==> src/rtl/wb_stage_if.sv <==
// MEM->WB handshake, load-response and regfile/forwarding bus of the write-back stage.
// master drives the retiring instruction and load response; slave is the stage itself.
interface wb_stage_if #(
   parameter int unsigned CNT_W = 32
);
   logic             mem_valid;
   logic [4:0]       mem_Rd;
   logic             mem_RegWrite;
   logic [1:0]       mem_Sel2Reg;
   logic [63:0]      mem_ALUResult;
   logic [63:0]      mem_LinkAddr;
   logic             rdata_valid;
   logic [63:0]      rdata;

   logic [4:0]       WriteRegister;
   logic [63:0]      WriteData;
   logic             RegWrite;
   logic [15:0]      MEM_WR_Rd;
   logic [63:0]      MEM_WR_Data;
   logic             MEM_WR_RegWrite;
   logic             stall;
   logic             load_err;
   logic [CNT_W-1:0] retired;

   modport master (
      output mem_valid, mem_Rd, mem_RegWrite, mem_Sel2Reg, mem_ALUResult, mem_LinkAddr,
             rdata_valid, rdata,
      input  WriteRegister, WriteData, RegWrite, MEM_WR_Rd, MEM_WR_Data, MEM_WR_RegWrite,
             stall, load_err, retired
   );

   modport slave (
      input  mem_valid, mem_Rd, mem_RegWrite, mem_Sel2Reg, mem_ALUResult, mem_LinkAddr,
             rdata_valid, rdata,
      output WriteRegister, WriteData, RegWrite, MEM_WR_Rd, MEM_WR_Data, MEM_WR_RegWrite,
             stall, load_err, retired
   );
endinterface

==> src/rtl/wb_stage.sv <==
// LEGv8 write-back stage: one registered commit slot feeding the regfile write port and
// the MEM/WB forwarding bus, stalling upstream while a data-memory load is outstanding.
module wb_stage #(
   parameter int unsigned LOAD_TIMEOUT = 16,
   parameter int unsigned CNT_W        = 32
) (
   input  logic       clk,
   input  logic       reset,
   wb_stage_if.slave  bus
);

   localparam int unsigned CW      = 8;
   localparam logic [CW-1:0] TO_LAST = CW'(LOAD_TIMEOUT - 1);
   localparam logic [4:0]  XZR      = 5'd31;
   localparam logic [1:0]  SEL_LOAD = 2'b01;
   localparam logic [1:0]  SEL_LINK = 2'b10;

   typedef enum logic {IDLE, WAIT_LOAD} state_e;

   state_e           state_q, state_d;
   logic [4:0]       wr_rd_q, wr_rd_d;
   logic [63:0]      wr_data_q, wr_data_d;
   logic             wr_en_q, wr_en_d;
   logic [4:0]       ld_rd_q, ld_rd_d;
   logic             ld_we_q, ld_we_d;
   logic [CW-1:0]    cnt_q, cnt_d;
   logic             err_q, err_d;
   logic [CNT_W-1:0] retired_q, retired_d;

   // State and commit-slot registers
   always_ff @(posedge clk or posedge reset) begin
      if (reset) begin
         state_q   <= IDLE;
         wr_rd_q   <= '0;
         wr_data_q <= '0;
         wr_en_q   <= 1'b0;
         ld_rd_q   <= '0;
         ld_we_q   <= 1'b0;
         cnt_q     <= '0;
         err_q     <= 1'b0;
         retired_q <= '0;
      end else begin
         state_q   <= state_d;
         wr_rd_q   <= wr_rd_d;
         wr_data_q <= wr_data_d;
         wr_en_q   <= wr_en_d;
         ld_rd_q   <= ld_rd_d;
         ld_we_q   <= ld_we_d;
         cnt_q     <= cnt_d;
         err_q     <= err_d;
         retired_q <= retired_d;
      end
   end

   // Next-state: a response or the last wait cycle both end the load
   always_comb begin
      state_d = state_q;
      case (state_q)
         IDLE:      if (bus.mem_valid && bus.mem_Sel2Reg == SEL_LOAD) state_d = WAIT_LOAD;
         WAIT_LOAD: if (bus.rdata_valid || cnt_q == TO_LAST)         state_d = IDLE;
         default:   state_d = IDLE;
      endcase
   end

   // Slot update: address/data only move on a real write, so they hold otherwise
   always_comb begin
      wr_rd_d   = wr_rd_q;
      wr_data_d = wr_data_q;
      wr_en_d   = 1'b0;
      ld_rd_d   = ld_rd_q;
      ld_we_d   = ld_we_q;
      cnt_d     = cnt_q;
      err_d     = err_q;
      retired_d = retired_q;
      case (state_q)
         IDLE: begin
            if (bus.mem_valid) begin
               if (bus.mem_Sel2Reg == SEL_LOAD) begin
                  ld_rd_d = bus.mem_Rd;
                  ld_we_d = bus.mem_RegWrite;
                  cnt_d   = '0;
               end else begin
                  retired_d = retired_q + CNT_W'(1);
                  if (bus.mem_RegWrite && bus.mem_Rd != XZR) begin
                     wr_en_d   = 1'b1;
                     wr_rd_d   = bus.mem_Rd;
                     wr_data_d = (bus.mem_Sel2Reg == SEL_LINK) ? bus.mem_LinkAddr
                                                               : bus.mem_ALUResult;
                  end
               end
            end
         end
         WAIT_LOAD: begin
            if (bus.rdata_valid) begin
               retired_d = retired_q + CNT_W'(1);
               if (ld_we_q && ld_rd_q != XZR) begin
                  wr_en_d   = 1'b1;
                  wr_rd_d   = ld_rd_q;
                  wr_data_d = bus.rdata;
               end
            end else if (cnt_q == TO_LAST) begin
               err_d = 1'b1;
            end else begin
               cnt_d = cnt_q + CW'(1);
            end
         end
         default: ;
      endcase
   end

   assign bus.WriteRegister   = wr_rd_q;
   assign bus.WriteData       = wr_data_q;
   assign bus.RegWrite        = wr_en_q;
   assign bus.MEM_WR_Rd       = {11'b0, wr_rd_q};
   assign bus.MEM_WR_Data     = wr_data_q;
   assign bus.MEM_WR_RegWrite = wr_en_q;
   assign bus.stall           = (state_q == WAIT_LOAD);
   assign bus.load_err        = err_q;
   assign bus.retired         = retired_q;

endmodule
==> src/flat_wrapper.sv <==
// flat-port wrapper written by rule: the top's interface ports become plain ports
module wb_stage_flat 
#(
   parameter int unsigned LOAD_TIMEOUT = 16,
   parameter int unsigned CNT_W        = 32
)
  (clk, reset, bus_mem_valid, bus_mem_Rd, bus_mem_RegWrite, bus_mem_Sel2Reg, bus_mem_ALUResult, bus_mem_LinkAddr, bus_rdata_valid, bus_rdata, bus_WriteRegister, bus_WriteData, bus_RegWrite, bus_MEM_WR_Rd, bus_MEM_WR_Data, bus_MEM_WR_RegWrite, bus_stall, bus_load_err, bus_retired);
  wb_stage_if #(.CNT_W(CNT_W)) bus_i ();
  input  logic clk;
  input  logic reset;
  input wire logic [$bits(bus_i.mem_valid)-1:0] bus_mem_valid;
  input wire logic [$bits(bus_i.mem_Rd)-1:0] bus_mem_Rd;
  input wire logic [$bits(bus_i.mem_RegWrite)-1:0] bus_mem_RegWrite;
  input wire logic [$bits(bus_i.mem_Sel2Reg)-1:0] bus_mem_Sel2Reg;
  input wire logic [$bits(bus_i.mem_ALUResult)-1:0] bus_mem_ALUResult;
  input wire logic [$bits(bus_i.mem_LinkAddr)-1:0] bus_mem_LinkAddr;
  input wire logic [$bits(bus_i.rdata_valid)-1:0] bus_rdata_valid;
  input wire logic [$bits(bus_i.rdata)-1:0] bus_rdata;
  output wire logic [$bits(bus_i.WriteRegister)-1:0] bus_WriteRegister;
  output wire logic [$bits(bus_i.WriteData)-1:0] bus_WriteData;
  output wire logic [$bits(bus_i.RegWrite)-1:0] bus_RegWrite;
  output wire logic [$bits(bus_i.MEM_WR_Rd)-1:0] bus_MEM_WR_Rd;
  output wire logic [$bits(bus_i.MEM_WR_Data)-1:0] bus_MEM_WR_Data;
  output wire logic [$bits(bus_i.MEM_WR_RegWrite)-1:0] bus_MEM_WR_RegWrite;
  output wire logic [$bits(bus_i.stall)-1:0] bus_stall;
  output wire logic [$bits(bus_i.load_err)-1:0] bus_load_err;
  output wire logic [$bits(bus_i.retired)-1:0] bus_retired;
  assign bus_i.mem_valid = bus_mem_valid;
  assign bus_i.mem_Rd = bus_mem_Rd;
  assign bus_i.mem_RegWrite = bus_mem_RegWrite;
  assign bus_i.mem_Sel2Reg = bus_mem_Sel2Reg;
  assign bus_i.mem_ALUResult = bus_mem_ALUResult;
  assign bus_i.mem_LinkAddr = bus_mem_LinkAddr;
  assign bus_i.rdata_valid = bus_rdata_valid;
  assign bus_i.rdata = bus_rdata;
  assign bus_WriteRegister = bus_i.WriteRegister;
  assign bus_WriteData = bus_i.WriteData;
  assign bus_RegWrite = bus_i.RegWrite;
  assign bus_MEM_WR_Rd = bus_i.MEM_WR_Rd;
  assign bus_MEM_WR_Data = bus_i.MEM_WR_Data;
  assign bus_MEM_WR_RegWrite = bus_i.MEM_WR_RegWrite;
  assign bus_stall = bus_i.stall;
  assign bus_load_err = bus_i.load_err;
  assign bus_retired = bus_i.retired;
  wb_stage #(.LOAD_TIMEOUT(LOAD_TIMEOUT), .CNT_W(CNT_W)) u_core (.clk(clk), .reset(reset), .bus(bus_i));
endmodule
==> config.mk <==
export PLATFORM = sky130hd
export DESIGN_NAME = wb_stage_flat
export DESIGN_NICKNAME = d
export VERILOG_FILES = /design/src/rtl/wb_stage_if.sv /design/src/rtl/wb_stage.sv /design/src/flat_wrapper.sv
export SDC_FILE = /design/constraint.sdc
export NUM_CORES = 1
export LEC_CHECK = 0
export CORE_AREA = 3 3 148 150
export DETAILED_ROUTE_END_ITERATION = 10
export DIE_AREA = 0 0 151 153
export PLACE_DENSITY = 0.7
export SLEW_MARGIN = 20
export SYNTH_ARGS = -nofsm -noshare
export SYNTH_HDL_FRONTEND = slang
export SYNTH_SLANG_ARGS = --single-unit
==> constraint.sdc <==
create_clock -name clk -period 9.59 [get_ports clk]
set_input_delay 1.918 -clock clk [delete_from_list [all_inputs] [get_ports clk]]
set_output_delay 1.918 -clock clk [all_outputs]
set_load 0.01 [all_outputs]
# == Word level (Yosys, flattened, before mapping) ==
# Index checks and enable logic that the tools add are counted.
# op_classes
bitwise,2
n_eq_ne,13
reduce_logical,9
add_sub_neg,2
mux,31
# ops
operator,count
64-bit 2-to-1 mux,6
64-bit case mux with 2 select lines,1
32-bit 2-to-1 mux,3
32-bit case mux with 2 select lines,1
"32-bit by 1-bit adder with 32-bit output, second input constant",1
8-bit 2-to-1 mux,4
5-bit 2-to-1 mux,5
8-bit case mux with 2 select lines,1
"2-bit inequality test, second input constant",6
"5-bit inequality test, second input constant",2
5-bit case mux with 2 select lines,1
3-bit AND reduction,3
"8-bit by 1-bit adder with 8-bit output, second input constant",1
"8-bit by 4-bit == test with 1-bit output, second input constant",1
1-bit 2-to-1 mux,7
5-bit AND reduction,1
"2-bit by 1-bit inequality test with 1-bit output, second input constant",2
1-bit case mux with 2 select lines,2
4-bit AND reduction,1
1-bit logical AND,3
"2-bit by 1-bit == test with 1-bit output, second input constant",1
"2-bit == test, second input constant",1
1-bit inverter,2
1-bit logical OR,1
# word_totals
ff_bits,118
input_bits,204
wordCells,66
output_inout_bits,185

# == Logic depth before layout (Yosys ltp) ==
# Gate-level depths: netlist (run 1).
# logic_depth
depth_word,6
ltp_mapped,8
ltp_nobuf,6

# == Worst setup path after synthesis (run 1) ==
# OpenSTA, ideal clock, no wires.
# synth_path
kind,input to register
startpoint,input port bus_mem_Rd[1]
endpoint,"register u_core.wr_data_q[2], in the netlist u_core.bus.MEM_WR_Data[2]"
setup_time_ns,0.121
stages,8
t_arrival_ns,2.969
path_slack_ns,6.500
required_time_ns,9.469
path_buffers,3
cell_sequence,and3_1 -> a311oi_2 -> o21ai_2 -> buf_6 -> buf_6 -> buf_6 -> nand2_1 -> o21ai_2
# synth_via
elab_chain_len,4
# synth_rtl
item,line_no,source
start: declaration,flat_wrapper.sv:12,input wire logic [$bits(bus_i.mem_Rd)-1:0] bus_mem_Rd;
5-bit inequality test,wb_stage.sv:84,if (bus.mem_RegWrite && bus.mem_Rd != XZR) begin
1-bit logical AND,wb_stage.sv:84,
2-bit by 1-bit inequality test with 1-bit output (no line),-,
5-bit AND reduction (no line),-,
end signal: assignment,wb_stage.sv:45,wr_data_q <= wr_data_d;
end: declaration,wb_stage.sv:22,"logic [63:0] wr_data_q, wr_data_d;"
# Every way passes these cells.
# A chain may end at the register's enable or synchronous reset.

# == Worst setup path in the final report (run 1) ==
# layout_path
startpoint,input port bus_mem_Rd[3]
endpoint,"register u_core.wr_data_q[26], in the netlist u_core.bus.MEM_WR_Data[26]"
# The elaborated chain is that of the path after synthesis.

==> results of run 1 <==
registers in the layout, summed over array words and instances, names as in the netlist:
name	flops
u_core.bus.stall	1
u_core.bus.retired	32
u_core.bus.load_err	1
u_core.ld_we_q	1
u_core.ld_rd_q	5
u_core.bus.MEM_WR_Data	64
u_core.cnt_q	8
u_core.bus.MEM_WR_RegWrite	1
u_core.bus.WriteRegister	5
cell type report:
class,instances,area [µm²]
clock inverters,12,176
multi-input cells,496,3020
clock buffers,19,453
repair buffers,383,3820
flip-flops and latches,118,2960
inverters,7,28.8
well taps,275,344
fillers,1964,10000
synth_stat cells (6+ instances only):
master,count
buf_4,90
xnor2_1,19
inv_1,7
nand2_1,88
and3_1,9
a21oi_1,66
mux2_2,6
nor2_1,81
o21ai_0,62
nand4_1,9
clkbuf_1,15
buf_2,11
xor2_1,18
nand3_1,13
o21ai_1,7
dfrtp_1,118
mux2i_1,69
final timing paths:
kind | start | end | slack [ps] | cells past startpoint
max | bus_mem_Rd[3] | u_core.bus.MEM_WR_Data[26]$_DFFE_PP0P_ | 5220 | 6
min | u_core.bus.retired[31]$_DFFE_PP0P_ | u_core.bus.retired[31]$_DFFE_PP0P_ | 480 | 1
max reg2reg | u_core.bus.stall$_DFF_PP0_ | u_core.bus.MEM_WR_Data[26]$_DFFE_PP0P_ | 6540 | 4
min reg2reg | u_core.bus.retired[31]$_DFFE_PP0P_ | u_core.bus.retired[31]$_DFFE_PP0P_ | 480 | 1
max in group asynchronous | reset | u_core.bus.stall$_DFF_PP0_ | 6240 | 3
min in group asynchronous | reset | u_core.bus.MEM_WR_Data[13]$_DFFE_PP0P_ | 1940 | 2
cells by family (layout without fill, tap and decap cells):
group,count (synthesis),count (layout)
AND/OR/NAND/NOR,227,227
multiplexers,76,76
buffers and inverters,130,421
flip-flops,118,118
XOR/XNOR,37,37
adder cells (fa/ha/maj),2,2
other,1,11
AO/OA/AOI/OAI,143,143
layer usage:
layer  part of all wire [%]  global-route usage (%)  vias to the layer above
li1                       -                       -                     2974
met1                     41                    25.9                     2859
met2                     50                    33.9                      225
met3                    7.4                    4.98                       25
met4                    1.8                    6.35                        2
met5                  0.055                       0                        -
where the power goes:
part	total, µW	switching (µW)	internal (µW)
combinational	787	312	475
clock	681	235	447
sequential	747	137	611
critical path, delay by kind of cell:
kind,cells,cell delay (ps)
buffers and inverters,2,1250
AOI/OAI and AO/OA,3,1160
and+or+nand+nor,1,190
metrics by stage:
| stage | hold slack [ps] | utilization [%] | setup WS, ps | total power [µW] | cells |
|---|---|---|---|---|---|
| floorplan | 458 | - | 4540 | 1120 | 744 |
| global placement | 467 | 48.8 | 4880 | 1540 | 1279 |
| detailed placement | 465 | 48.8 | 4770 | 1550 | 1279 |
| CTS | 478 | 51.9 | 5210 | 2240 | 1310 |
| global route | 512 | 51.9 | 4940 | 2330 | 1310 |
| finish | 477 | 51.9 | 5220 | 2220 | 1310 |
==> out/results.ini, run 1 <==
[routing]
vias_per_cell=4.65
drt-wirelength-per-cell_um=18.1
vias=6085
postRouteWirelength_um=23800
antenna_left=0
drc_errors=0
dr.pass1.iters=4
drt_iter0_drc=304

[global_route]
grt_pass1_wl_um=36000
grt-ovfl-total=0
antenna_found_initial=1
grt_pass1_vias=6016
grt_start_max_net_pins=97
grt_usage_pct=20.3

[critical_path]
start_kind=primary input
path_cells=clkdlybuf4s50_1 -> and3_1 -> a311oi_2 -> o21ai_4 -> buf_4 -> o21ai_0
cp_max_fo=96
crit_arrival_ps=4610
cp-end-kind=flip-flop
critical-path-slowest-cell=o21ai_4
crit_required_ps=9830
path_class=primary input to flip-flop
cp_slowest_stage_delay_ps=800

[placement]
port_buffers=377
gp_congestion=0.817
placed_area_mm2=0.0102
hpwl_um=18600

[yosys]
yosys_warnings=0
syn_inst=734
synth_edf_count=0
synthSimpleGateAreaFrac_pct=16.0
synth_top_area_share_pct=43.5
synthAdderAreaFrac_pct=0.368
synth_compound_area_share_pct=11.2
seq_area_frac_synth_pct=43.5
yosys.area.top_type=dfrtp_1
synth_seq_cells=118
avgSynthCellArea_um2=9.26
ys_async_sr_fraction_pct=100
netlist_top_cells_area=dfrtp_1, mux2i_1, buf_4
synth_cell_types=45
synthMuxAreaShare_pct=11.3
synthesis.area_mm2=0.00679
synth_xor_area_share_pct=4.77
synth_top_family_by_area=simple AND/OR/NAND/NOR gates
ys_dominant_reg_cell=dfrtp_1

[sta]
max_freq_mhz=229
rsz0062_at_grt=no
fin_skew_ps=7.69
setup_viol=0
setup-tns-final_ps=0
fin_crit_ps=4370
drv_slew=0
slew_headroom_pct=33.6
worst_pin_slew_ps=992
hold_violations=0
min_period_over_period_pct=45.5

[layout]
final_common_cell=clkdlybuf4s50_1
antenna_cells=0
final_nets=1229
final_cell_area_mm2=0.0108
area_growth_pct=59.0
layout-drive-gt1-share_pct=6.57
final_cell_mix=clkdlybuf4s50_1, dfrtp_1, nand2_1

[cts]
h-tree-depth=4
cts_sinks=118
cts_buffers=17
cts.clk_slew.worst_paths_ps=60
clock_latency_ps=410
cts_setup_buffers=0
cts_buffer_depth=2
cts_resized=0
tritoncts=yes
root_buffer=clkbuf_16
ctsHoldBuffers=0

[status]
status=completed

[floorplan]
die_x_um=151
start_util_pct=32.6
die-area_mm2=0.0231
io_pins=389
fp-row-count=53
fp.dieH_um=153
design.core.area_mm2=0.0208

[power]
p_leak_uw=0.00458
peakVddDrop_mv=0.114
power_density_mw_per_mm2=205

[min_path]
worst_hold_path_type=flip-flop to flip-flop

[flow_run]
cap_violations=0

No activity file was read; power rests on OpenSTA's default activity.
==> inputs of run 2 (changes only) <==
Settings changed: PLACE_DENSITY 0.7 to 0.73.
Clock period 9.59 ns to 4 ns, I/O delays scaled along.
==> run 2 against run 1 <==
Against the previous run:
- sequential share of layout area grew 0.054 points
- non-clock buffer count grew 3
- core utilization shrank 0.10 points
- critical path type unchanged
- die area is the same
- worst setup slack lost 3900 ps
- critical endpoint is now u_core.bus.MEM_WR_Data[19]$_DFFE_PP0P_
==> out/results.ini, run 2 (synthesized netlist as in run 1, its figures left out) <==
[layout]
final_nets=1232  ; +0.24%
final_common_cell=clkdlybuf4s50_1
instances_no_fill=1314  ; +0.31%
largest_reg_flops=64  ; unchanged
multi_input_area_mm2=0.00302  ; unchanged
regArea_mm2=0.00296  ; unchanged
final_cell_mix=clkdlybuf4s50_1, dfrtp_1, nand2_1
antenna_cells=0  ; unchanged
layout-drive-gt1-share_pct=6.93  ; +0.36 points
area_growth_pct=58.6
n_fill_cell=1964  ; unchanged
postLayoutCoreUtil_pct=51.8  ; -0.10 points

[routing]
postRouteWirelength_um=24000  ; +0.84%
drt-wirelength-per-cell_um=18.2  ; +0.54%
drc_errors=0  ; unchanged
drt_iter0_drc=334  ; +9.9%
antenna_left=0  ; unchanged
vias_per_cell=4.70  ; +1.1%
vias=6171  ; +1.4%
dr.pass1.iters=4  ; unchanged

[floorplan]
fp-row-count=53  ; unchanged
io_pins=389  ; unchanged
die-area_mm2=0.0231  ; unchanged
die_x_um=151  ; unchanged
start_util_pct=32.6  ; unchanged
design.core.area_mm2=0.0208  ; unchanged
fp.dieH_um=153  ; unchanged

[cts]
cts.clk_slew.worst_paths_ps=60  ; about the same
h-tree-depth=4  ; unchanged
ctsHoldBuffers=0  ; unchanged
cts_setup_buffers=0  ; unchanged
cts_buffers=17  ; unchanged
cts_buffer_depth=2  ; unchanged
cts_sinks=118  ; unchanged
clock_latency_ps=420  ; about the same
root_buffer=clkbuf_16
cts_resized=0  ; unchanged
tritoncts=yes

[flow_run]
cap_violations=0  ; unchanged

[sta]
fin_crit_ps=2720
drv_slew=0  ; unchanged
hold_violations=0  ; unchanged
min_period_over_period_pct=68.0
max_freq_mhz=368
setup_viol=0  ; unchanged
slew_headroom_pct=26.8  ; -6.8 points
rsz0062_at_grt=no
worst_pin_slew_ps=1100  ; +106 ps
setup-tns-final_ps=0  ; unchanged
fin_skew_ps=11.9  ; +4.17 ps

[critical_path]
cp-end-kind=flip-flop
crit_required_ps=4290  ; -5540 ps
critical-path-slowest-cell=o21ai_4
cp_num_buf_inv=2  ; unchanged
cp_top_family=compound AO/OA/AOI/OAI gates
path_class=primary input to flip-flop
path_cells=clkdlybuf4s50_1 -> and3_1 -> a311oi_2 -> o21ai_4 -> buf_12 -> o21ai_0
cp_max_fo=91  ; -5.2%
cp_slowest_stage_delay_ps=820  ; +20 ps
crit_arrival_ps=3010  ; -1600 ps
start_kind=primary input

[power]
power_density_mw_per_mm2=473  ; +130%
peakVddDrop_mv=0.275  ; +140%
power_uw=5100  ; +130%
p_leak_uw=0.00458  ; about the same

[global_route]
grt-ovfl-total=0  ; unchanged
grt_usage_pct=20.2  ; -0.095 points
antenna_found_initial=8  ; +7
grt_start_max_net_pins=110  ; +13%
grt_pass1_vias=5989  ; -0.45%
grt_pass1_wl_um=35700  ; -0.90%

[status]
status=completed

[min_path]
worst_hold_path_type=flip-flop to flip-flop

[placement]
gp_congestion=0.817  ; about the same
port_buffers=377  ; unchanged
hpwl_um=19000  ; +1.9%
placed_cells=1282  ; +0.23%

-- run 2: changes by cell type in the layout (fill, tap and decap cells not counted) --
cell / previous run / this run
inv_6: 1 / 4
clkbuf_8: 2 / 0
clkinvlp_4: 5 / 3
buf_12: 0 / 3
clkinv_4: 0 / 5
bufinv_16: 4 / 0
inv_8: 0 / 1
-- run 2: per-layer routing --
| metal | share of wire (%) | global-route usage [%] |
|---|---|---|
| met4 | 1.9 | 5.96 |
| met2 | 47 | 32.2 |
| met3 | 9.3 | 7.65 |
| met5 | 0.34 | 0 |
| met1 | 42 | 25.6 |
-- run 2: final cells by class --
class | instances | share of cell area (%)
clock buffers | 17 | 3.95
clock inverters | 15 | 1.14
inverters | 7 | 0.267
multi-input cells | 496 | 28.0
flip-flops and latches | 118 | 27.4
well taps | 275 | 3.19
repair buffers | 386 | 36.0
-- run 2: path summary, 6_finish.rpt --
check | endpoint | cells after the start | slack [ps] | startpoint
worst max-delay path | u_core.bus.MEM_WR_Data[19]$_DFFE_PP0P_ | 6 | 1280 | bus_mem_Rd[3]
worst min-delay path | u_core.ld_we_q$_DFFE_PP0P_ | 1 | 490 | u_core.ld_we_q$_DFFE_PP0P_
worst max register to register | u_core.bus.MEM_WR_Data[30]$_DFFE_PP0P_ | 6 | 1580 | u_core.bus.stall$_DFF_PP0_
worst min register to register | u_core.ld_we_q$_DFFE_PP0P_ | 1 | 490 | u_core.ld_we_q$_DFFE_PP0P_
max in group asynchronous | u_core.bus.MEM_WR_Data[63]$_DFFE_PP0P_ | 3 | 2320 | reset
min in group asynchronous | u_core.bus.MEM_WR_Data[6]$_DFFE_PP0P_ | 2 | 900 | reset
-- run 2: stage by stage --
step / setup WS, ps / area, µm² / hold WS, ps
after floorplan: 70.9 / 6830 / 458
after global placement: 860 / 10200 / 462
after detailed placement: 818 / 10200 / 474
after CTS: 1280 / 10800 / 496
after global routing: 1070 / 10800 / 504
final: 1280 / 10800 / 492
-- run 2: power breakdown --
group / switching (µW) / internal, µW / total [µW] / leakage [µW]
registers: 323 / 1460 / 1790 / 0.00151
clock network: 601 / 803 / 1400 / 0.000263
logic: 763 / 1150 / 1910 / 0.00280
==> edit: new RTL, config.mk and constraints of run 1 <==
`LOAD_TIMEOUT` is set to 16 in 2 places; all go to 12.
--- a/src/rtl/wb_stage.sv
+++ b/src/rtl/wb_stage.sv
@@ -1,7 +1,7 @@
 // LEGv8 write-back stage: one registered commit slot feeding the regfile write port and
 // the MEM/WB forwarding bus, stalling upstream while a data-memory load is outstanding.
 module wb_stage #(
-   parameter int unsigned LOAD_TIMEOUT = 16,
+   parameter int unsigned LOAD_TIMEOUT = 12,
    parameter int unsigned CNT_W        = 32
 ) (
    input  logic       clk,
--- a/src/flat_wrapper.sv
+++ b/src/flat_wrapper.sv
@@ -1,7 +1,7 @@
 // flat-port wrapper written by rule: the top's interface ports become plain ports
 module wb_stage_flat 
 #(
-   parameter int unsigned LOAD_TIMEOUT = 16,
+   parameter int unsigned LOAD_TIMEOUT = 12,
    parameter int unsigned CNT_W        = 32
 )
   (clk, reset, bus_mem_valid, bus_mem_Rd, bus_mem_RegWrite, bus_mem_Sel2Reg, bus_mem_ALUResult, bus_mem_LinkAddr, bus_rdata_valid, bus_rdata, bus_WriteRegister, bus_WriteData, bus_RegWrite, bus_MEM_WR_Rd, bus_MEM_WR_Data, bus_MEM_WR_RegWrite, bus_stall, bus_load_err, bus_retired);
Function: no difference found for any inputs over 4 cycles, from zero or initial values and one cycle with reset high; that may be too few to reach the edited logic, so the function may still have changed.
==> edit against run 1 <==
Design area down 1.9%. Wire length down 7.1%. Die area stayed put. Worst hold slack got worse by 0.0048 ns. Clock power decreased by 7.9%. Register-to-register slack about the same. Sequential share of layout area rose by 0.53 points. Worst setup slack lost 0.0081 ns. Sequential cell count stayed put. Count of clock-buffer cells in the layout rose by 1. Area after synthesis fell by 2.7%. Power fell by 3.1%. Critical path type unchanged. Largest power group unchanged. Highest routed layer is now met4.
==> edit: results (changes against run 1) <==
- The distinct cell type count of the synthesized netlist is 41 (was 45).
- The standby leakage power was 4.44 nW (was 4.58 nW).
- The worst clock skew is 0.00891 ns (was 0.00769 ns).
- The final instance count without filler cells was 1293 (was 1310).
- The global-route usage over all layers is 0.189 (was 0.203).
- Ranking of synthesized cells by instance count: 118 x sky130_fd_sc_hd__dfrtp_1, 88 x sky130_fd_sc_hd__buf_4, 86 x sky130_fd_sc_hd__nand2_1 (was 118 x sky130_fd_sc_hd__dfrtp_1, 90 x sky130_fd_sc_hd__buf_4, 88 x sky130_fd_sc_hd__nand2_1).
- The placement-stage worst setup slack is 4.67 ns (was 4.77 ns).
- The placed cell count is 1261 (was 1279).
- The post-synthesis sequential area ratio is 0.447 (was 0.435).
- The post-layout net count is 1211 (was 1229).
- The fraction of final layout cells sized beyond drive strength 1 is 0.0540 (was 0.0657).
- The post-place instance area was 0.0100 mm² (was 0.0102 mm²).
- The synthesis-to-layout area growth is 60.2% (was 59.0%).
- The post-CTS clock slew at the launch and capture registers of the worst setup and hold paths is 0.06 ns (about the same).
- The critical-path cell with the highest stage delay is sky130_fd_sc_hd__nor2b_4 (was sky130_fd_sc_hd__o21ai_4).
- The highest metal layer used by the detailed router is met4 (was met5).
- The total wirelength of the detailed-routed design is 22100 µm (was 23800 µm).
- The sum of net half-perimeters after detailed placement is 16800 µm (was 18600 µm).
- The number of global-route vias before repair is 5763 (was 6016).
- The family with the most delay on the worst path is buffers and inverters (unchanged).
- The max-slew headroom at the worst pin is 0.301 (was 0.336).
- The initial antenna violation count is 0 (was 1).
- The largest voltage drop on the vdd net is 101 µV (was 114 µV).
- The number of antenna cells inserted is 0 (unchanged).
- The detailed-route vias per instance was 4.63 (was 4.65).
- The final worst setup slack is 5.21 ns (was 5.22 ns).
- The amount of wire on met3 after detailed routing came to 1510 µm (was 1760 µm).
- The maximum fanout along the worst path was 40 (was 96).
- The violation count after the first detailed-route iteration is 215 (was 304).
- The length of routed wiring on met1 is 8970 µm (was 9760 µm).
- The count of cells along the worst register-to-register path was 4 (unchanged).
- The destination of the critical timing path is u_core.bus.MEM_WR_Data[19] (was u_core.bus.MEM_WR_Data[26]).
- The count of fill cells added during filler insertion came to 1961 (was 1964).
- The total length of routed met2 wires is 11300 µm (was 11800 µm).
- The setup slack on the worst flop-to-flop path was 6.53 ns (was 6.54 ns).
- Top post-synthesis cells by area: sky130_fd_sc_hd__dfrtp_1 45%, sky130_fd_sc_hd__mux2i_1 10%, sky130_fd_sc_hd__buf_4 10%, sky130_fd_sc_hd__o21ai_0 5.1%, sky130_fd_sc_hd__a21oi_1 5.0% (was sky130_fd_sc_hd__dfrtp_1 43%, sky130_fd_sc_hd__mux2i_1 10%, sky130_fd_sc_hd__buf_4 9.9%, sky130_fd_sc_hd__a21oi_1 4.9%, sky130_fd_sc_hd__nand2_1 4.9%).
- Run status: complete, no violations (unchanged).
- The pin count of the biggest net entering global routing was 116 (was 97).
- The mean post-synth cell area came to 9.24 µm² (was 9.26 µm²).
- The reg-to-reg critical path endpoint was u_core.bus.MEM_WR_Data[32] (was u_core.bus.MEM_WR_Data[26]).
-- edit: cell count changes in the layout (fill, tap and decap cells not counted), sizes merged, moves of 3 or more --
| cell | delta |
|---|---|
| and3 | -3 |
| xnor2 | +6 |
| nand3 | +3 |
| xor2 | -7 |
| nor2 | -13 |
-- edit: final cells by class --
cell class / instances / area share
sequential: 118 / 0.279
timing repair buffer: 381 / 0.359
clock buffer: 20 / 0.0422
tap: 275 / 0.0325
multi-input combinational: 481 / 0.273
clock inverter: 12 / 0.0123
inverter: 6 / 0.00236
-- edit: cell families after synthesis --
kind of cell	Yosys count	share of synthesized area
xor+xnor	36	0.0488
fa+ha+maj	2	0.00378
buf+inv	127	0.125
flops	118	0.447
other cells	1	0.000567
simple gates	213	0.149
mux	75	0.115
compound gates	144	0.111
-- edit: through the flow --
stage                util  hold WS [ns]
floorplan               -         0.481
global placement    0.481         0.460
detailed placement  0.481         0.465
CTS                 0.509         0.475
global route        0.509         0.482
finish              0.509         0.472
-- edit: worst register-to-register path, stage by stage, from the launching register on --
cell and delay (ns):
sky130_fd_sc_hd__dfrtp_4 0.96, sky130_fd_sc_hd__a311oi_1 0.21, sky130_fd_sc_hd__o21ai_4 0.53, sky130_fd_sc_hd__buf_4 0.85
sky130_fd_sc_hd__o21ai_0 0.34
-- edit: report_power, final --
group	internal, mW	switching, mW
combinational	0.474	0.310
clock	0.389	0.238
sequential	0.612	0.124
total	1.47	0.673
-- edit: layer usage --
layer / global-route usage / vias to the layer above
met3: 0.0468 / 18
li1: - / 2929
met5: 0 / -
met2: 0.327 / 225
met1: 0.235 / 2811
met4: 0.0479 / 0
